**src/rtl/bsr_chain.sv**
```systemverilog
// Boundary-scan register chain: input, output and output-enable cells between TDI and TDO.
// Latency: capture/shift/update take one TCK edge; pin/core muxing is combinational.
// Backpressure: none; the TAP strobes are obeyed every cycle that bsr_select is high.
module bsr_chain #(
    parameter int                    NUM_IN   = 9,
    parameter int                    NUM_OUT  = 5,
    parameter int                    NUM_CTRL = 1,
    parameter logic [NUM_OUT-1:0]    SAFE_OUT = '0,
    parameter logic [NUM_CTRL-1:0]   SAFE_OE  = '0
) (
    input  logic                  TCK,
    input  logic                  TRST,
    input  logic                  TDI,
    output logic                  TDO,
    input  logic                  bsr_select,
    input  logic                  capture_dr,
    input  logic                  shift_dr,
    input  logic                  update_dr,
    input  logic [1:0]            mode,
    input  logic [NUM_IN-1:0]     parallel_in,
    output logic [NUM_IN-1:0]     to_system_logic,
    input  logic [NUM_OUT-1:0]    parallel_system_logic_out,
    input  logic [NUM_CTRL-1:0]   sys_oe,
    output logic [NUM_OUT-1:0]    to_output_pin,
    output logic [NUM_CTRL-1:0]   pin_oe
);

    localparam int L = NUM_IN + NUM_OUT + NUM_CTRL;

    typedef enum logic [1:0] {
        MODE_NORMAL = 2'b00,
        MODE_EXTEST = 2'b01,
        MODE_INTEST = 2'b10,
        MODE_CLAMP  = 2'b11
    } mode_e;

    generate
        if (NUM_OUT % NUM_CTRL != 0) begin : g_bad_ctrl_ratio
            $error("bsr_chain: NUM_OUT must be a multiple of NUM_CTRL");
        end
    endgenerate

    logic [L-1:0]        scan;
    logic [L-1:0]        upd;
    logic [NUM_IN-1:0]   upd_in;
    logic [NUM_OUT-1:0]  upd_out;
    logic [NUM_CTRL-1:0] upd_ctrl;

    // Cell order from TDI: input cells, then output cells, then control cells.
    always_ff @(posedge TCK) begin
        if (!TRST) begin
            scan <= '0;
            upd  <= {SAFE_OE, SAFE_OUT, {NUM_IN{1'b0}}};
        end else if (bsr_select) begin
            if (capture_dr) begin
                scan <= {sys_oe, parallel_system_logic_out, parallel_in};
            end else if (shift_dr) begin
                scan <= {scan[L-2:0], TDI};
            end
            if (update_dr) begin
                upd <= scan;
            end
        end
    end

    assign TDO      = scan[L-1];
    assign upd_in   = upd[NUM_IN-1:0];
    assign upd_out  = upd[NUM_IN +: NUM_OUT];
    assign upd_ctrl = upd[NUM_IN+NUM_OUT +: NUM_CTRL];

    always_comb begin
        to_system_logic = parallel_in;
        to_output_pin   = parallel_system_logic_out;
        pin_oe          = sys_oe;
        case (mode_e'(mode))
            MODE_NORMAL: ;
            MODE_EXTEST, MODE_CLAMP: begin
                to_output_pin = upd_out;
                pin_oe        = upd_ctrl;
            end
            MODE_INTEST: begin
                to_system_logic = upd_in;
                to_output_pin   = SAFE_OUT;
                pin_oe          = '0;
            end
            default: ;
        endcase
    end

endmodule

```
**config.mk**
```make
export PLATFORM = sky130hd
export DESIGN_NAME = bsr_chain
export DESIGN_NICKNAME = d
export VERILOG_FILES = /design/src/rtl/bsr_chain.sv
export SDC_FILE = /design/constraint.sdc
export NUM_CORES = 1
export LEC_CHECK = 0
export ABC_AREA = 1
export ABC_CLOCK_PERIOD_IN_PS = 900
export CORE_AREA = 3 3 66 68
export DETAILED_ROUTE_END_ITERATION = 16
export DIE_AREA = 0 0 69 71
export HOLD_SLACK_MARGIN = 0.15
export PLACE_DENSITY = 0.73
export SYNTH_ARGS = -nofsm -noshare
export SYNTH_HDL_FRONTEND = slang
export SYNTH_SLANG_ARGS = --single-unit
```
**constraint.sdc**
```tcl
create_clock -name TCK -period 0.9 [get_ports TCK]
set_input_delay 0.18 -clock TCK [delete_from_list [all_inputs] [get_ports TCK]]
set_output_delay 0.18 -clock TCK [all_outputs]
set_load 0.005 [all_outputs]
```
# Yosys cells after proc, flatten, opt, wreduce, memory -nomap -nowiden
# Cells that the tools add are included.
# totals
regBits	30
in_bits	24
output_inout_bits	16
elab_cells	14
# op_classes
eq_ne	3
n_mux	5
n_reduce_logical	4
# ops
cell	count
2-to-1 mux 15 bit	2
one-hot mux 5 bit (2 select lines)	1
2-to-1 mux 9 bit	1
== test 2 bit, second input constant	2
AND reduction 2 bit	2
== test 2 x 1 -> 1 bit, second input constant	1
one-hot mux 1 bit (2 select lines)	1
nonzero test 2 bit	1
OR reduction 2 bit	1

# Depth between registers and ports, before layout
# Gate-level depths: netlist of the first run.
# depth
depth_word	3
mapped_depth	5
depth_no_buf	4

# Worst setup path after synthesis of the first run
# No wires, ideal clock.
# synth_timing
path_kind	input -> output
start	input port mode[0]
end	output port pin_oe
arrival_time_ps	732
required_time_ps	720
path_slack_ps	-12
path_stages	3
n_path_buf	1
cell_sequence	buf_2 or2_4 o21ai_1
# synth_via
elab_chain_cells	3
elab_cells_between_ends	5
cone_classes	eq/ne (3); mux (1); reduce/logical (1)
# synth_rtl
item	line_no	text
start, declared	19	input logic [1:0] mode,
== test 2 x 1 -> 1 bit / == test 2 bit (equally long branches)	75	case (mode_e'(mode))
OR reduction 2 bit	75	
one-hot mux 1 bit (2 select lines) (*)	75	
end, declared	25	output logic [NUM_CTRL-1:0] pin_oe
# Mark *: on every way between the ends. The rest lies on a longest branch, timed or not.

# Worst setup path after layout of the first run
# layout_timing
start	input port mode[1]
end	output port to_output_pin[4]
# layout_via
elab_chain_cells	3
elab_cells_between_ends	5
cone_classes	eq/ne (3); mux (1); reduce/logical (1)
# layout_rtl
item	line_no	text
== test 2 x 1 -> 1 bit / == test 2 bit (equally long branches)	75	
OR reduction 2 bit	75	
one-hot mux 5 bit (2 select lines) (*)	75	
end, declared	24	output logic [NUM_OUT-1:0] to_output_pin,
# Marks and branches as above.

==> results of run 1 <==
cell families (layout without fill, tap and decap cells):
| kind of cell | count (synthesis) | count (layout) | synth area share [%] |
|---|---|---|---|
| compound gates | 37 | 37 | 12.5 |
| buf+inv | 37 | 99 | 11.1 |
| flops | 30 | 30 | 39.8 |
| simple gates | 141 | 141 | 36.5 |
registers in the layout, summed over array words and instances, names as in the netlist:
signal and flops:
upd 15, scan 15
worst min-delay path, delay by kind of cell:
family / cells / cell delay [ns]
AOI/OAI and AO/OA: 1 / 0.06
buffers and inverters: 1 / 0.21
and+or+nand+nor: 3 / 0.18
routing by layer:
metal,wire length (um),track usage [%],vias up
met3,158,3.98,7
li1,-,-,869
met1,1710,19.5,732
met4,74,7.81,0
met2,1900,28.3,33
met5,0,0,-
layout make-up:
cell class	instances	area (um2)	share of cell area, %
clock buffers	6	82.6	3.63
inverters	24	95.1	4.18
clock inverters	2	12.5	0.550
flip-flops and latches	30	619	27.2
repair buffers	67	591	26.0
well taps	50	62.6	2.75
multi-input cells	178	811	35.7
repair_timing:
action / in CTS / in global routing
pin swaps: 22 / 1
endpoints found under the setup margin: 46 / 32
cloned: 2 / 0
setup buffers: 6 / 0
gates resized for setup: 138 / 7
stage by stage:
step | power, mW | utilization, % | hold slack [ns] | TNS (ns)
2_1_floorplan | 1.85 | - | 0.411 | -0.0724
3_3_place_gp | 2.19 | 52.6 | 0.461 | -23.49
3_5_place_dp | 2.20 | 52.6 | 0.472 | -24.26
4_1_cts | 3.36 | 57.6 | 0.383 | -1.83
5_1_grt | 3.54 | 58.1 | 0.418 | -2.44
6_report | 3.33 | 58.1 | 0.391 | -1.66
Yosys cell counts:
cell / instances / area share [%]
buf_4: 6 / 3.0
buf_1: 1 / 0.25
nand2_2: 2 / 0.83
o21ai_0: 19 / 6.3
inv_1: 22 / 5.5
buf_2: 5 / 1.7
dfxtp_1: 30 / 40
clkbuf_1: 1 / 0.25
o21ai_2: 1 / 0.58
inv_2: 2 / 0.50
nand3_1: 9 / 3.0
nor2_1: 60 / 15
or2_4: 1 / 0.58
nand2_1: 69 / 17
o21ai_1: 17 / 5.6
path summary, 6_finish.rpt:
| path | cells past startpoint | startpoint | slack [ns] | end |
|---|---|---|---|---|
| setup / recovery | 5 | mode[1] | -0.18 | to_output_pin[4] |
| setup reg to reg | 4 | scan[7] | 0.09 | scan[8] |
| hold / removal | 5 | parallel_system_logic_out[4] | 0.39 | scan[13] |
| hold reg to reg | 2 | upd[10] | 0.48 | upd[10] |
power by group:
| part | internal (mW) | switching (mW) | leakage [nW] |
|---|---|---|---|
| Clock | 0.613 | 0.513 | 0.0472 |
| Combinational | 0.359 | 0.364 | 0.845 |
| Sequential | 1.43 | 0.0515 | 0.253 |
| Total | 2.40 | 0.928 | 1.15 |
==> flow_summary.json, run 1 <==
{
  "cts.sinks": 30,
  "synth_seq_cells": 30,
  "cp_top_family": "buffers and inverters",
  "grt_util_all_layers_pct": 16.5,
  "synth_area_um2": 1510,
  "drt_wl_total_mm": 3.84,
  "grt_pass1_vias": 1470,
  "vias": 1641,
  "fmax_ghz": 0.925,
  "cp.required_ns": 0.72,
  "period_needed_ns": 1.08,
  "cellLeakagePower_nw": 1.15,
  "layout_commonest_cell": "nand2_1",
  "fin_nets": 330,
  "synthCells": 245,
  "rsz0062_at_grt": "true",
  "final_hold_viol_count": 0,
  "cellPowerDensity_nw_per_um2": 1470,
  "violations": "setup timing",
  "finalSetupViolations": 15,
  "htree_levels": 2,
  "area_growth_pct": 50.8,
  "ctsRootBufferMaster": "clkbuf_8",
  "coreArea_um2": 3910,
  "ant_nets": 0,
  "final_area_um2": 2270,
  "ys_types": 15,
  "grt_overflow_total": 0,
  "finalMaxSlewViolations": 0,
  "startpoint_type": "primary input",
  "critPathKind": "primary input to output port",
  "period_share_pct": 120,
  "synth_warnings": 0,
  "clk_latency_ns": 0.28,
  "crit_chain": "buf_8 > or2_4 > buf_6 > o21ai_2 > buf_2",
  "postCtsHoldBufs": 0,
  "clk_pin_slew_ns": 0.06,
  "drc": 0,
  "cts_tree": "done",
  "diodes": 0,
  "place.port_buffers": 39,
  "grt_pass1_wl_mm": 6.58,
  "die-area_um2": 4900,
  "finClkSkew_ns": 0.00706,
  "drive_gt1_share_pct": 28.7,
  "drtPass1Iterations": 4,
  "numCtsBuffers": 5,
  "synth.avg_cell_area_um2": 6.15,
  "cap_violations": 0,
  "grt_max_degree": 31,
  "worstPathMaxFanout": 5,
  "path_buf_inv": 3,
  "gp_congestion": 0.795,
  "drt_iter0_markers": 70,
  "io_pins": 40,
  "dpl.cell_count": 341,
  "viasPerCell": 4.60,
  "placed_cell_area_um2": 2060,
  "arrival_ns": 0.90,
  "layout_common_cells": "nand2_1 (68), nor2_1 (60), inv_1 (22)",
  "grt_antenna_before_repair": 0,
  "max_stage_delay_ns": 0.27,
  "pre_cts_ws_ns": -0.870,
  "ys_seq_area_share_pct": 39.8,
  "slew-limit-headroom_pct": 86.9,
  "dieWidth_um": 69,
  "finalNonFillerCells": 357,
  "ctsLongestPathBuffers": 2,
  "crit_slowest_cell": "or2_4",
  "layout_setup_ws_ns": -0.181,
  "routedWlPerCell_um": 10.8,
  "status": "finished with violations",
  "dp_hpwl_mm": 2.45,
  "min-delay-path-class": "primary input to register",
  "critPathCaptureType": "output port",
  "dieHeight_um": 71,
  "fill_cells": 411,
  "max_slew.worst_pin.slew_ns": 0.195,
  "ir_worst_vdd_v": 0.000919,
  "postSynthNetCount": 269,
  "start_util_pct": 38.5,
  "rows": 23
}
No activity file was read; power rests on OpenSTA's default activity.
==> inputs of run 2 (changes only) <==
- CORE_AREA: 3 3 66 68 -> 3 3 61 63
- DIE_AREA: 0 0 69 71 -> 0 0 64 66
- PLACE_DENSITY: 0.73 -> 0.83
==> run 2 against run 1 <==
The run still ends with setup timing left. Maximum frequency is 1.6% lower. Sequential share of layout area grew 1.1 points. Register-to-register slack gained 0.03 ns. Design area decreased by 3.6%. Clock power shrank 26%. Combinational power hardly changed. Wire length grew 3.7%. Core utilization increased by 8.7 points. Via count increased by 0.18%. Critical path depth fell by 2. Critical endpoint unchanged. Largest cell class unchanged. Highest routed layer unchanged.
==> flow_summary.json, run 2 (same netlist as run 1, synthesis figures left out) <==
{
  "ir_worst_vdd_v": 0.000942,
  "max_slew.worst_pin.slew_ns": 0.194,
  "fin_nets": 325,
  "dieHeight_um": 66,
  "rows": 21,
  "coreArea_um2": 3280,
  "reg_top3": "scan (15), upd (15)",
  "ant_nets": 0,
  "grt_util_all_layers_pct": 20.6,
  "area_growth_pct": 45.4,
  "place.port_buffers": 39,
  "drt_wl_total_mm": 3.99,
  "cap_violations": 0,
  "crit_slowest_cell": "dfxtp_2",
  "routed.top_layer": "met4",
  "layout_setup_ws_ns": -0.198,
  "die-area_um2": 4220,
  "ctsRootBufferMaster": "clkbuf_4",
  "intPower_mw": 2.16,
  "dieWidth_um": 64,
  "ctsLongestPathBuffers": 2,
  "drive_gt1_share_pct": 27.2,
  "critPathKind": "register to output port",
  "route.met2.wl_mm": 2.00,
  "fmax_ghz": 0.910,
  "fill_cells": 277,
  "status": "finished with violations",
  "finClkSkew_ns": 0.00891,
  "cellLeakagePower_nw": 1.11,
  "max_stage_delay_ns": 0.34,
  "worstHoldEndpoint": "scan[1]",
  "critical_path_depth": 3,
  "min-delay-start": "parallel_in[1]",
  "arrival_ns": 0.92,
  "grt_pass1_wl_mm": 6.78,
  "pwr-share-comb_pct": 23.7,
  "seq_power_share_pct": 48.8,
  "min-delay-path-class": "primary input to register",
  "grt_overflow_total": 0,
  "io_pins": 40,
  "critPathCaptureType": "output port",
  "dp_hpwl_mm": 2.62,
  "drc": 0,
  "final_area_um2": 2190,
  "vias": 1644,
  "startpoint_type": "register",
  "grt_max_degree": 31,
  "finalSetupViolations": 16,
  "path_buf_inv": 1,
  "worstPathMaxFanout": 2,
  "min_path_cells": 5,
  "routedWlPerCell_um": 11.5,
  "layout_common_cells": "nand2_1 (67), nor2_1 (60), inv_1 (22)",
  "diodes": 0,
  "power_mw": 3.04,
  "cellPowerDensity_nw_per_um2": 1390,
  "reg2reg_to": "scan[8]",
  "worstReg2RegStart": "scan[7]",
  "period_needed_ns": 1.10,
  "tns_ns": -2.52,
  "finalMaxSlewViolations": 0,
  "clk_latency_ns": 0.33,
  "period_share_pct": 122,
  "switching_share_pct": 28.9,
  "viasPerCell": 4.72,
  "cp_top_family": "flip-flops",
  "start_util_pct": 45.9,
  "r2r_slack_ns": 0.12,
  "net-switching-power_mw": 0.878,
  "gp_congestion": 0.816,
  "regArea_um2": 621,
  "layout_commonest_cell": "nand2_1",
  "grt_pass1_vias": 1574,
  "clk_pin_slew_ns": 0.10,
  "htree_levels": 2,
  "cts.sinks": 30,
  "cts_tree": "done",
  "ff2ff_path_depth": 4,
  "violations": "setup timing",
  "grt_antenna_before_repair": 0,
  "placed_cell_area_um2": 2040,
  "met1_length_mm": 1.76,
  "drtPass1Iterations": 4,
  "final_util_pct": 66.7,
  "rsz0062_at_grt": "true",
  "crit_chain": "nand2_1 > o21ai_1 > buf_2",
  "slew-limit-headroom_pct": 87.1,
  "clkPwrFrac_pct": 27.5,
  "drt_iter0_markers": 80,
  "numCtsBuffers": 5,
  "final_hold_viol_count": 0,
  "cp.required_ns": 0.72,
  "met3_length_um": 186,
  "multi_input_area_um2": 811
}
## run 2: metal layers
layer  global-route usage [%]  vias to the layer above
met5                        0                        -
met4                     7.28                        0
met3                     4.42                        4
met2                     37.5                       43
met1                     23.4                      732
li1                         -                      865
## run 2: power groups by stage
| stage | Clock [mW] | Combinational [mW] | Sequential [mW] |
|---|---|---|---|
| 3_5_place_dp | 0 | 0.696 | 1.50 |
| 3_3_place_gp | 0 | 0.681 | 1.50 |
| 5_1_grt | 0.923 | 0.812 | 1.50 |
| 4_1_cts | 0.846 | 0.704 | 1.48 |
| 2_1_floorplan | 0 | 0.364 | 1.49 |
| 6_report | 0.836 | 0.720 | 1.49 |
## run 2: worst register-to-register path: stages (launching register included)
cell and delay, ns:
dfxtp_1 0.34, inv_1 0.05, o21ai_0 0.17, nor2_1 0.07
nor2_1 0.10
## run 2: final cells by class
class,instances,share of cell area [%]
clock buffer,7,2.51
inverter,24,4.22
sequential,30,28.3
clock inverter,1,0.228
multi-input combinational,178,37.0
timing repair buffer,62,25.1
tap,46,2.63
## run 2: timing repair
item,4_1_cts,5_1_grt
gates resized for setup,120,6
pin swaps,22,0
setup buffers,4,0
cloned,2,0
setup endpoints to repair,46,17
hold buffers,0,0
## run 2: through the flow
stage / instances / hold WS [ns] / setup WS [ns]
2_1_floorplan: 245 / 0.411 / -0.0121
3_3_place_gp: 334 / 0.462 / -0.857
3_5_place_dp: 334 / 0.472 / -0.872
4_1_cts: 348 / 0.326 / -0.190
5_1_grt: 348 / 0.379 / -0.239
6_report: 348 / 0.339 / -0.198
## run 2: how the worst max path moves through the flow
stage	end	start
5_1_grt	to_output_pin[4]	upd[13]
6_report	to_output_pin[4]	upd[13]
2_1_floorplan	pin_oe	mode[0]
3_5_place_dp	to_output_pin[0]	mode[1]
3_3_place_gp	to_output_pin[0]	mode[1]
4_1_cts	pin_oe	upd[14]
==> inputs of run 3 (changes only) <==
- ABC_CLOCK_PERIOD_IN_PS: 900 -> 1100
- SETUP_SLACK_MARGIN: not set -> 0.5
- clock period: 0.9 -> 1.1 ns (I/O delays scaled with it)
==> run 3 against run 2 <==
The run still ends with setup timing left. Via count increased by 31%. Critical path depth stayed put. Flip-flop and latch count is the same. Register-to-register slack gained 0.12 ns. Worst setup slack better by 0.078 ns. Clock power down 10%. Worst hold slack improved by 0.012 ns. Non-clock buffer count increased by 19. Wire length rose by 84%. Global-route usage increased by 6.6 points. Highest routed layer unchanged.
==> flow_summary.json, run 3 (same netlist as run 1, synthesis figures left out) <==
{
  "min-delay-path-class": "primary input to register",
  "grt_max_degree": 19,
  "hold_ws_ns": 0.350,
  "ctsLongestPathBuffers": 2,
  "dieWidth_um": 64,
  "startpoint_type": "register",
  "net-switching-power_mw": 1.01,
  "rows": 21,
  "drt_iter0_markers": 250,
  "dieHeight_um": 66,
  "coreArea_um2": 3280,
  "startpoint": "upd[0]",
  "finalSetupViolations": 15,
  "reg2reg_to": "scan[14]",
  "arrival_ns": 1.00,
  "dp_hpwl_mm": 2.46,
  "ctsRootBufferMaster": "clkbuf_4",
  "final_hold_viol_count": 0,
  "route.met2.wl_mm": 3.46,
  "period_share_pct": 111,
  "grt_overflow_total": 0,
  "rsz0062_at_grt": "true",
  "period_needed_ns": 1.22,
  "finalMaxSlewViolations": 0,
  "drtPass1Iterations": 6,
  "io_pins": 40,
  "status": "finished with violations",
  "layout_commonest_cell": "nand2_1",
  "ff2ff_path_depth": 6,
  "routed.top_layer": "met4",
  "violations": "setup timing",
  "r2r_slack_ns": 0.24,
  "start_util_pct": 45.9,
  "cts_tree": "done",
  "die-area_um2": 4220,
  "met1_length_mm": 2.56,
  "numCtsBuffers": 5,
  "ir_worst_vdd_v": 0.000712,
  "worstReg2RegStart": "scan[14]",
  "vias": 2155,
  "cap_violations": 0,
  "slew-limit-headroom_pct": 86.9,
  "timing.critical_path.to": "to_system_logic[0]",
  "cellPowerDensity_nw_per_um2": 1080,
  "diodes": 0,
  "ant_nets": 0,
  "intPower_mw": 1.91,
  "seq_power_share_pct": 43.1,
  "finClkSkew_ns": 0.0193,
  "reg_top3": "scan (15), upd (15)",
  "max_slew.worst_pin.slew_ns": 0.195,
  "tns_ns": -1.34,
  "viasPerCell": 5.82,
  "gp_congestion": 0.786,
  "worstPathMaxFanout": 2,
  "grt_util_all_layers_pct": 27.1,
  "cts.sinks": 30,
  "drc": 0,
  "drive_gt1_share_pct": 58.3,
  "htree_levels": 2,
  "cellLeakagePower_nw": 1.29,
  "pre_cts_ws_ns": -0.765,
  "drt_wl_total_mm": 7.34,
  "grt_antenna_before_repair": 0,
  "cp.required_ns": 0.88,
  "grt_pass1_wl_mm": 8.67,
  "critPathCaptureType": "output port",
  "fmax_ghz": 0.820,
  "layout_setup_ws_ns": -0.120,
  "critPathKind": "register to output port",
  "area_growth_pct": 78.7,
  "routedWlPerCell_um": 19.8,
  "grt_pass1_vias": 1872,
  "fin_nets": 347,
  "clk_latency_ns": 0.37,
  "place.port_buffers": 39,
  "pwr-share-comb_pct": 31.2,
  "postCtsHoldBufs": 0,
  "met3_length_um": 812,
  "clk_pin_slew_ns": 0.12,
  "clkPwrFrac_pct": 25.7,
  "layout_common_cells": "nand2_1 (57), nor2_1 (48), o21ai_2 (30), dfxtp_2 (30), buf_4 (21)",
  "switching_share_pct": 34.5
}
## run 3: what timing repair did
| action | 4_1_cts | 5_1_grt |
|---|---|---|
| setup buffers | 14 | 6 |
| resized for setup | 208 | 58 |
| setup endpoints to repair | 46 | 46 |
| pin swaps | 60 | 29 |
| cloned | 6 | 2 |
## run 3: worst min path at each step
stage	startpoint	end	slack [ns]	cells after the start
after global routing	update_dr	upd[9]	0.34	4
final	update_dr	upd[10]	0.35	4
after global placement	upd[4]	upd[4]	0.45	2
after CTS	capture_dr	scan[8]	0.34	5
after detailed placement	upd[4]	upd[4]	0.46	2
after floorplan	bsr_select	upd[14]	0.43	3
## run 3: power groups by stage
stage / clock network, mW / registers [mW] / logic [mW]
2_1_floorplan: 0 / 1.22 / 0.329
3_3_place_gp: 0 / 1.22 / 0.581
3_5_place_dp: 0 / 1.23 / 0.588
4_1_cts: 0.711 / 1.23 / 0.713
5_1_grt: 0.786 / 1.26 / 0.959
6_report: 0.751 / 1.26 / 0.910
## run 3: critical path: stages (launching register included)
cell and delay [ns]:
dfxtp_2 0.37, nand3_2 0.07, nand2_1 0.08, buf_2 0.11
## run 3: metal layers
metal  track usage, %  vias up
met1             30.4      991
li1                 -      914
met5                0        -
met3             7.31       51
met2             46.7      199
met4             14.6        0
## run 3: area by class of cell
class	instances	area, um2
fill	182	591
timing repair buffer	81	779
multi-input combinational	180	1040
tap	46	57.6
inverter	24	105
sequential	30	638
clock inverter	1	5.00
timing repair inverter	1	8.76
clock buffer	7	55.1
## run 3: through the flow
step	total power [mW]	area (um2)	std cells	util, %
floorplan	1.55	1590	245	-
global placement	1.81	2080	334	63.5
detailed placement	1.82	2080	334	63.5
CTS	2.65	2450	362	74.7
global route	3.00	2690	370	82.0
finish	2.92	2690	370	82.0
